### src/rtl/div_issue_ctrl_pkg.sv
// Shared types and constants for the divider issue/sequencing stage.
package div_pkg;

  localparam int DIV_WIDTH = 32;

  // Quotient returned for a zero divisor.
  localparam logic [DIV_WIDTH-1:0] DIV_DBZ_Q = '1;

  typedef enum logic [1:0] {
    IDLE   = 2'd0,
    SETTLE = 2'd1,
    DONE   = 2'd2
  } div_state_t;

endpackage

### src/rtl/div_issue_ctrl_sign_fix.sv
// Combinational two's-complement magnitude/negate helper, one lane per operand.
module div_sign_fix #(
  parameter int WIDTH = 32,
  parameter int LANES = 1
) (
  input  logic [LANES-1:0][WIDTH-1:0] val,
  input  logic [LANES-1:0]            neg,
  output logic [LANES-1:0][WIDTH-1:0] res
);

  always_comb begin
    res = '0;
    for (int i = 0; i < LANES; i++) begin
      res[i] = neg[i] ? ('0 - val[i]) : val[i];
    end
  end

endmodule

### src/rtl/div_issue_ctrl.sv
// Sequencer around the external combinational divider: accept, hold inputs SETTLE_CYCLES, return quotient.
// DIV_SIGNED_EN selects two's-complement operands; default build is unsigned.
module div_issue_ctrl
  import div_pkg::*;
#(
  parameter int WIDTH         = DIV_WIDTH,
  parameter int SETTLE_CYCLES = 4
) (
  input  logic             clk,
  input  logic             rst_n,
  input  logic             in_valid,
  output logic             in_ready,
  input  logic [WIDTH-1:0] in_a,
  input  logic [WIDTH-1:0] in_b,
  output logic [WIDTH-1:0] div_a,
  output logic [WIDTH-1:0] div_b,
  input  logic [WIDTH-1:0] div_res,
  output logic             out_valid,
  input  logic             out_ready,
  output logic [WIDTH-1:0] out_q,
  output logic             out_dbz
);

  localparam logic [7:0] CNT_LAST = 8'(SETTLE_CYCLES - 1);

  div_state_t       state_q, state_d;
  logic [7:0]       cnt_q, cnt_d;
  logic [WIDTH-1:0] div_a_q, div_a_d;
  logic [WIDTH-1:0] div_b_q, div_b_d;
  logic [WIDTH-1:0] out_q_q, out_q_d;
  logic             out_dbz_q, out_dbz_d;
  logic             out_valid_q, out_valid_d;

  logic [WIDTH-1:0] mag_a;
  logic [WIDTH-1:0] mag_b;
  logic [WIDTH-1:0] res_fix;

`ifdef DIV_SIGNED_EN
  logic                  sign_q, sign_d;
  logic [1:0][WIDTH-1:0] opnd_mag;

  div_sign_fix #(
    .WIDTH (WIDTH),
    .LANES (2)
  ) u_opnd_fix (
    .val ({in_b, in_a}),
    .neg ({in_b[WIDTH-1], in_a[WIDTH-1]}),
    .res (opnd_mag)
  );

  // Divider sees magnitudes; the latched sign re-applies to its unsigned result.
  div_sign_fix #(
    .WIDTH (WIDTH),
    .LANES (1)
  ) u_res_fix (
    .val (div_res),
    .neg (sign_q),
    .res (res_fix)
  );

  assign mag_a = opnd_mag[0];
  assign mag_b = opnd_mag[1];
`else
  assign mag_a   = in_a;
  assign mag_b   = in_b;
  assign res_fix = div_res;
`endif

  always_comb begin
    state_d     = state_q;
    cnt_d       = cnt_q;
    div_a_d     = div_a_q;
    div_b_d     = div_b_q;
    out_q_d     = out_q_q;
    out_dbz_d   = out_dbz_q;
    out_valid_d = out_valid_q;
`ifdef DIV_SIGNED_EN
    sign_d      = sign_q;
`endif
    case (state_q)
      IDLE: begin
        if (in_valid) begin
          if (in_b == '0) begin
            // Zero divisor bypasses the divider entirely; its inputs keep the last operands.
            out_q_d     = {WIDTH{DIV_DBZ_Q[0]}};
            out_dbz_d   = 1'b1;
            out_valid_d = 1'b1;
            state_d     = DONE;
          end else begin
            div_a_d = mag_a;
            div_b_d = mag_b;
            cnt_d   = '0;
`ifdef DIV_SIGNED_EN
            sign_d  = in_a[WIDTH-1] ^ in_b[WIDTH-1];
`endif
            state_d = SETTLE;
          end
        end
      end
      SETTLE: begin
        cnt_d = cnt_q + 8'd1;
        if (cnt_q == CNT_LAST) begin
          out_q_d     = res_fix;
          out_dbz_d   = 1'b0;
          out_valid_d = 1'b1;
          state_d     = DONE;
        end
      end
      DONE: begin
        if (out_ready) begin
          out_valid_d = 1'b0;
          state_d     = IDLE;
        end
      end
      default: begin
        out_valid_d = 1'b0;
        state_d     = IDLE;
      end
    endcase
  end

  always_ff @(posedge clk or negedge rst_n) begin
    if (!rst_n) begin
      state_q     <= IDLE;
      cnt_q       <= '0;
      div_a_q     <= '0;
      div_b_q     <= '0;
      out_q_q     <= '0;
      out_dbz_q   <= 1'b0;
      out_valid_q <= 1'b0;
`ifdef DIV_SIGNED_EN
      sign_q      <= 1'b0;
`endif
    end else begin
      state_q     <= state_d;
      cnt_q       <= cnt_d;
      div_a_q     <= div_a_d;
      div_b_q     <= div_b_d;
      out_q_q     <= out_q_d;
      out_dbz_q   <= out_dbz_d;
      out_valid_q <= out_valid_d;
`ifdef DIV_SIGNED_EN
      sign_q      <= sign_d;
`endif
    end
  end

  assign in_ready  = (state_q == IDLE);
  assign out_valid = out_valid_q;
  assign out_q     = out_q_q;
  assign out_dbz   = out_dbz_q;
  assign div_a     = div_a_q;
  assign div_b     = div_b_q;

endmodule

### config.mk
export PLATFORM = sky130hd
export DESIGN_NAME = div_issue_ctrl
export DESIGN_NICKNAME = d
export VERILOG_FILES = /design/src/rtl/div_issue_ctrl_pkg.sv /design/src/rtl/div_issue_ctrl_sign_fix.sv /design/src/rtl/div_issue_ctrl.sv
export SDC_FILE = /design/constraint.sdc
export NUM_CORES = 1
export LEC_CHECK = 0
export CAP_MARGIN = 30
export CORE_UTILIZATION = 45
export DETAILED_ROUTE_END_ITERATION = 16
export PLACE_DENSITY = 0.84
export SETUP_SLACK_MARGIN = 0.02
export SYNTH_ARGS = -nofsm -noshare
export SYNTH_HDL_FRONTEND = slang
export SYNTH_SLANG_ARGS = --single-unit
export TNS_END_PERCENT = 50
### constraint.sdc
create_clock -name clk -period 5.43 [get_ports clk]
set_input_delay 1.3575 -clock clk [delete_from_list [all_inputs] [get_ports clk]]
set_output_delay 1.3575 -clock clk [all_outputs]
set_load 0.02 [all_outputs]
==> impl_metrics.tcl, run 1 <==
set metrics [dict create \
    cts_tree "yes" \
    cap_viol_max_count 0 \
    die_x_um 104 \
    synth_common_cells "108 x dfrtp_1, 58 x mux2_2, 50 x nand2_1, 38 x nor2_1, 32 x o221a_2" \
    ys_seq_area_share_pct 58.0 \
    cp.required_ps 5690 \
    drc_errors 0 \
    grt_pass1_wl_um 20300 \
    antenna_found_initial 0 \
    synth_top_family_by_area "multiplexers" \
    post_cts_buffers 0 \
    hold_buffers 0 \
    drtPass1Iterations 4 \
    synth_cells 375 \
    grt_start_max_net_pins 67 \
    synth.area.mux_share_pct 15.9 \
    power.leakage_nw 2.90 \
    syn_avg_cell_area_um2 12.4 \
    wirelength_um 12100 \
    insertion_delay_ps 370 \
    crit_fanout 52 \
    rows 36 \
    endpoint_kind "flop" \
    power_frac_comb_pct 53.0 \
    start_util_pct 47.1 \
    root_buffer "clkbuf_8" \
    crit_slowest_cell "nor4_1" \
    gr-total-overflow 0 \
    cts_resized 0 \
    synth.most_common_cell "dfrtp_1" \
    htree_levels 3 \
    fmax_ghz 0.269 \
    diodes 0 \
    crit_type "primary input to flop" \
    clkPwrFrac_pct 11.8 \
    seqPwrFrac_pct 35.3 \
    fin_crit_sh_pct 68.4 \
    netlist_area_um2 4660 \
    synth_nets 476 \
    synth-simple-area-share_pct 11.1 \
    crit_chain "clkdlybuf4s50_1 -> nor4_1 -> nand4_1 -> o21ai_4 -> buf_12 -> mux2_2" \
    clock_sinks 108 \
    slew_violations 0 \
    synth_warnings 0 \
    place_ws_ps 1370 \
    synthDistinctLibCells 36 \
    die_area_um2 10800 \
    synth-compound-area-share_pct 11.6 \
    p_per_area_nw_per_um2 615 \
    synth_ff_type "dfrtp_1" \
    synth_area_leaders "dfrtp_1 58%, mux2_2 14%, o221a_2 7.7%, nand2_1 4.0%, nor2_1 3.1%" \
    cts_buffers 9 \
    clk_pin_slew_ps 100 \
    synth-edff-count 0 \
    routed_via_density 5.36 \
    area_growth_pct 48.8 \
    ir_worst_vdd_mv 0.328 \
    rsz0062_at_grt "no" \
    final.min_clock_period_ps 3720 \
    tns_ps 0 \
    core_um2 9910 \
    tightest_slew_ps 801 \
    maxSlewHeadroom_pct 46.6 \
    grt_usage_pct 23.6 \
    ys_ff_latch 108 \
    drt_iter0_markers 179 \
    dpl.hpwl_um 8760 \
    drive_gt1_share_pct 20.2 \
    yosysTopAreaCell "dfrtp_1" \
    io_pins 199 \
    port_buffers 198 \
    start_kind "primary input" \
    cts.path.max_buffers 2 \
    finalSetupViolCount 0 \
    synthAdderAreaFrac_pct 0.268 \
    swShare_pct 38.0 \
    ant_nets 0 \
    status "complete, no violations" \
    async_flop_share_pct 100 \
    wl_per_cell_um 17.2 \
    synthXorXnorAreaFrac_pct 0 \
    cpPeakStageDelay_ps 610 \
    gp_congestion 0.802 \
    hp-class "flop to flop" \
    fp.dieH_um 104 \
    vias 3768 \
    intPower_mw 2.64 \
    nets 666 \
    power_switching_mw 1.62 \
    arrival_ps 3970 \
    hold_violations 0 \
    yosys.area.top_type_share_pct 58.0 \
    grt_pass1_vias 3989 \
    fin_skew_ps 17.4 \
    worst_slack_ps 1710 \
]
-- routing by layer --
layer	track usage, %	up-vias	part of all wire, %
met5	0	-	0
met4	10.3	0	2.9
met3	4.59	27	5.2
met2	40.5	139	52
met1	29.2	1862	40
li1	-	1740	-
-- sequential cells by signal (all words and copies together) (netlist names) --
signal / count
div_a: 32
div_b: 32
out_q: 32
cnt_q: 8
state_q: 2
out_dbz: 1
out_valid: 1
-- worst max-delay path: cells and delay by family --
family | cells | cell delay [ps]
compound gates | 1 | 510
buf+inv | 2 | 750
mux | 1 | 390
simple gates | 2 | 930
-- placed cells by master (no fill, tap or decap), types with 2 or more instances in the layout --
cell type        instances
a21oi_1                  5
and4_1                   3
buf_4                    5
clkbuf_8                10
clkdlybuf4s50_1        197
clkinvlp_4               2
dfrtp_1                108
inv_1                    4
mux2_1                   6
mux2_2                  58
mux2i_1                  2
nand2_1                 50
nand3_1                  4
nand4_1                  3
nor2_1                  38
nor3_1                   3
nor4_1                   9
o21a_1                   2
o21ai_0                  4
o221a_2                 32
o221ai_1                 4
o311ai_0                 2
-- per-stage QoR --
step	hold slack [ps]	std cells	area (µm²)	utilization [%]	power (mW)
2_1_floorplan	524	375	4660	-	2.75
3_3_place_gp	473	687	6740	68.0	3.69
3_5_place_dp	486	687	6740	68.0	3.79
4_1_cts	509	703	6940	70.0	4.30
5_1_grt	524	703	6940	70.0	4.53
6_report	506	703	6940	70.0	4.26
-- final cells by class --
cell class	count	area, µm²
inverters	4	15.0
flip-flops and latches	108	2700
repair buffers	203	2030
clock buffers	11	141
fillers	742	2970
clock inverters	5	58.8
well taps	133	166
multi-input cells	239	1820
-- power groups by stage --
stage / Combinational [mW] / Sequential [mW] / Clock, mW
floorplan: 0.849 / 1.91 / 0
finish: 2.26 / 1.50 / 0.502
detailed placement: 2.27 / 1.52 / 0
global placement: 2.21 / 1.48 / 0
CTS: 2.28 / 1.50 / 0.516
global route: 2.42 / 1.56 / 0.548
-- worst paths after layout --
path	slack (ps)	cells past startpoint	from	end
max	1710	6	in_b[24]	div_a[6]
min	510	1	div_a[31]	div_a[31]
max reg2reg	3330	5	cnt_q[0]	out_q[4]
min reg2reg	510	1	div_a[31]	div_a[31]
max in group asynchronous	3240	2	rst_n	out_dbz
min in group asynchronous	1050	1	rst_n	out_q[18]
-- kinds of logic (layout without fill, tap and decap cells) --
kind of cell / count (synthesis) / in the layout
adders and majority gates: 1 / 1
DFF: 108 / 108
buffers and inverters: 28 / 223
muxes: 66 / 66
and+or+nand+nor: 115 / 115
AOI/OAI and AO/OA: 57 / 57
Power figures use the tool's default switching activity.
==> run 2, diff against run 1 <==
--- a/config.mk
+++ b/config.mk
@@ -6,9 +6,9 @@
 export NUM_CORES = 1
 export LEC_CHECK = 0
 export CAP_MARGIN = 30
-export CORE_UTILIZATION = 45
+export CORE_UTILIZATION = 43
 export DETAILED_ROUTE_END_ITERATION = 16
-export PLACE_DENSITY = 0.84
+export PLACE_DENSITY = 0.81
 export SETUP_SLACK_MARGIN = 0.02
 export SYNTH_ARGS = -nofsm -noshare
 export SYNTH_HDL_FRONTEND = slang
==> constraint.sdc (replaced) <==
create_clock -name clk -period 3.6 [get_ports clk]
set_input_delay 0.9 -clock clk [delete_from_list [all_inputs] [get_ports clk]]
set_output_delay 0.9 -clock clk [all_outputs]
set_load 0.02 [all_outputs]
==> run 2 against run 1 <==
Total power up 49%. Sequential cell count unchanged. Wire length down 0.26%. Via count shrank 0.77%. Sequential power rose by 51%. Non-clock buffer count grew 1. Clock skew shrank 6.6 ps. Sequential share of layout area is 0.063 points higher. Critical path type unchanged.
==> impl_metrics.tcl, run 2 (synthesis results as in run 1) <==
set metrics [dict create \
    final_cells 706 \
    diodes 0 \
    start_kind "primary input" \
    clock_sinks 108 \
    grt_pass1_wl_um 19500 \
    rsz0062_at_grt "no" \
    ir_worst_vdd_mv 0.462 \
    grt_start_max_net_pins 67 \
    p_per_area_nw_per_um2 915 \
    root_buffer "clkbuf_8" \
    fin_area_um2 6930 \
    cts_tree "yes" \
    fmax_ghz 0.350 \
    arrival_ps 3100 \
    gr-total-overflow 0 \
    ant_nets 0 \
    final_common_cell "clkdlybuf4s50_1" \
    antenna_found_initial 0 \
    dpl-instance-area_um2 6760 \
    gp_congestion 0.778 \
    start_util_pct 44.8 \
    finalSetupViolCount 0 \
    final.min_clock_period_ps 2860 \
    hold_violations 0 \
    wirelength_um 12100 \
    fin_crit_sh_pct 79.3 \
    insertion_delay_ps 350 \
    drt_iter0_markers 190 \
    cpPeakStageDelay_ps 480 \
    wl_per_cell_um 17.1 \
    post_cts_buffers 0 \
    vias 3739 \
    hp-class "flop to flop" \
    crit_fanout 54 \
    power.leakage_nw 2.90 \
    status "complete, no violations" \
    io_pins 199 \
    grt_usage_pct 22.1 \
    crit_slowest_cell "nor4_1" \
    port_buffers 198 \
    cts_resized 0 \
    crit_type "primary input to flop" \
    hold_buffers 0 \
    nets 667 \
    place_inst 691 \
    report.power.total_mw 6.34 \
    crit_chain "clkdlybuf4s50_1 -> nor4_1 -> nand4_1 -> o21ai_4 -> buf_12 -> mux2_2" \
    cap_viol_max_count 0 \
    dpl.hpwl_um 8770 \
    whs_path_depth 1 \
    slew_violations 0 \
    htree_levels 3 \
    tns_ps 0 \
    die_area_um2 11300 \
    drc_errors 0 \
    fp.dieH_um 106 \
    area_growth_pct 48.5 \
    clk_pin_slew_ps 100 \
    cp.required_ps 3850 \
    fin_skew_ps 10.8 \
    layout_common_cells "197 x clkdlybuf4s50_1, 108 x dfrtp_1, 58 x mux2_2" \
    routed_via_density 5.30 \
    cts_buffers 9 \
    maxSlewHeadroom_pct 45.7 \
    cts.path.max_buffers 2 \
    rr_worst_depth 5 \
    endpoint_kind "flop" \
    tightest_slew_ps 814 \
    core_um2 10400 \
    rows 37 \
    grt_pass1_vias 3902 \
    die_x_um 106 \
    fill_cells 804 \
    drtPass1Iterations 5 \
    drive_gt1_share_pct 20.2 \
]
[run 2: per-layer routing]
metal	routed length (µm)	track usage [%]	part of all wire [%]
met1	4870	26.0	40
met2	6210	38.7	51
met3	826	6.25	6.8
met4	183	7.04	1.5
met5	0	0	0
[run 2: worst max-delay path, delay by kind of cell]
kind	cells	cell delay, ps
AND/OR/NAND/NOR	2	800
buffers and inverters	2	740
multiplexers	1	380
AO/OA/AOI/OAI	1	260
[run 2: per-stage QoR]
stage / setup WS (ps) / hold slack (ps) / util, %
floorplan: 1190 / 524 / -
global placement: 465 / 475 / 64.9
detailed placement: 348 / 480 / 64.9
CTS: 736 / 502 / 66.5
global route: 642 / 518 / 66.5
finish: 744 / 495 / 66.5
[run 2: path summary, 6_finish.rpt]
path	start	end	slack [ps]
min	div_a[11]	div_a[11]	490
max reg2reg	cnt_q[0]	out_q[10]	1520
min reg2reg	div_a[11]	div_a[11]	490
max	in_b[17]	div_a[20]	740
min in group asynchronous	rst_n	div_a[21]	630
max in group asynchronous	rst_n	cnt_q[3]	2250
[run 2: layout make-up]
type | count | area, µm² | area share [%]
clock inverters | 5 | 37.5 | 0.542
well taps | 136 | 170 | 2.46
multi-input cells | 239 | 1820 | 26.3
flip-flops and latches | 108 | 2700 | 39.0
clock buffers | 10 | 128 | 1.84
inverters | 4 | 15.0 | 0.217
repair buffers | 204 | 2050 | 29.6
[run 2: power by group]
| group | total [mW] | internal [mW] | switching, mW | leakage, nW |
|---|---|---|---|---|
| sequential | 2.26 | 1.82 | 0.439 | 1.30 |
| combinational | 3.42 | 1.83 | 1.59 | 1.52 |
| clock | 0.658 | 0.251 | 0.407 | 0.0787 |
| total | 6.34 | 3.90 | 2.43 | 2.90 |
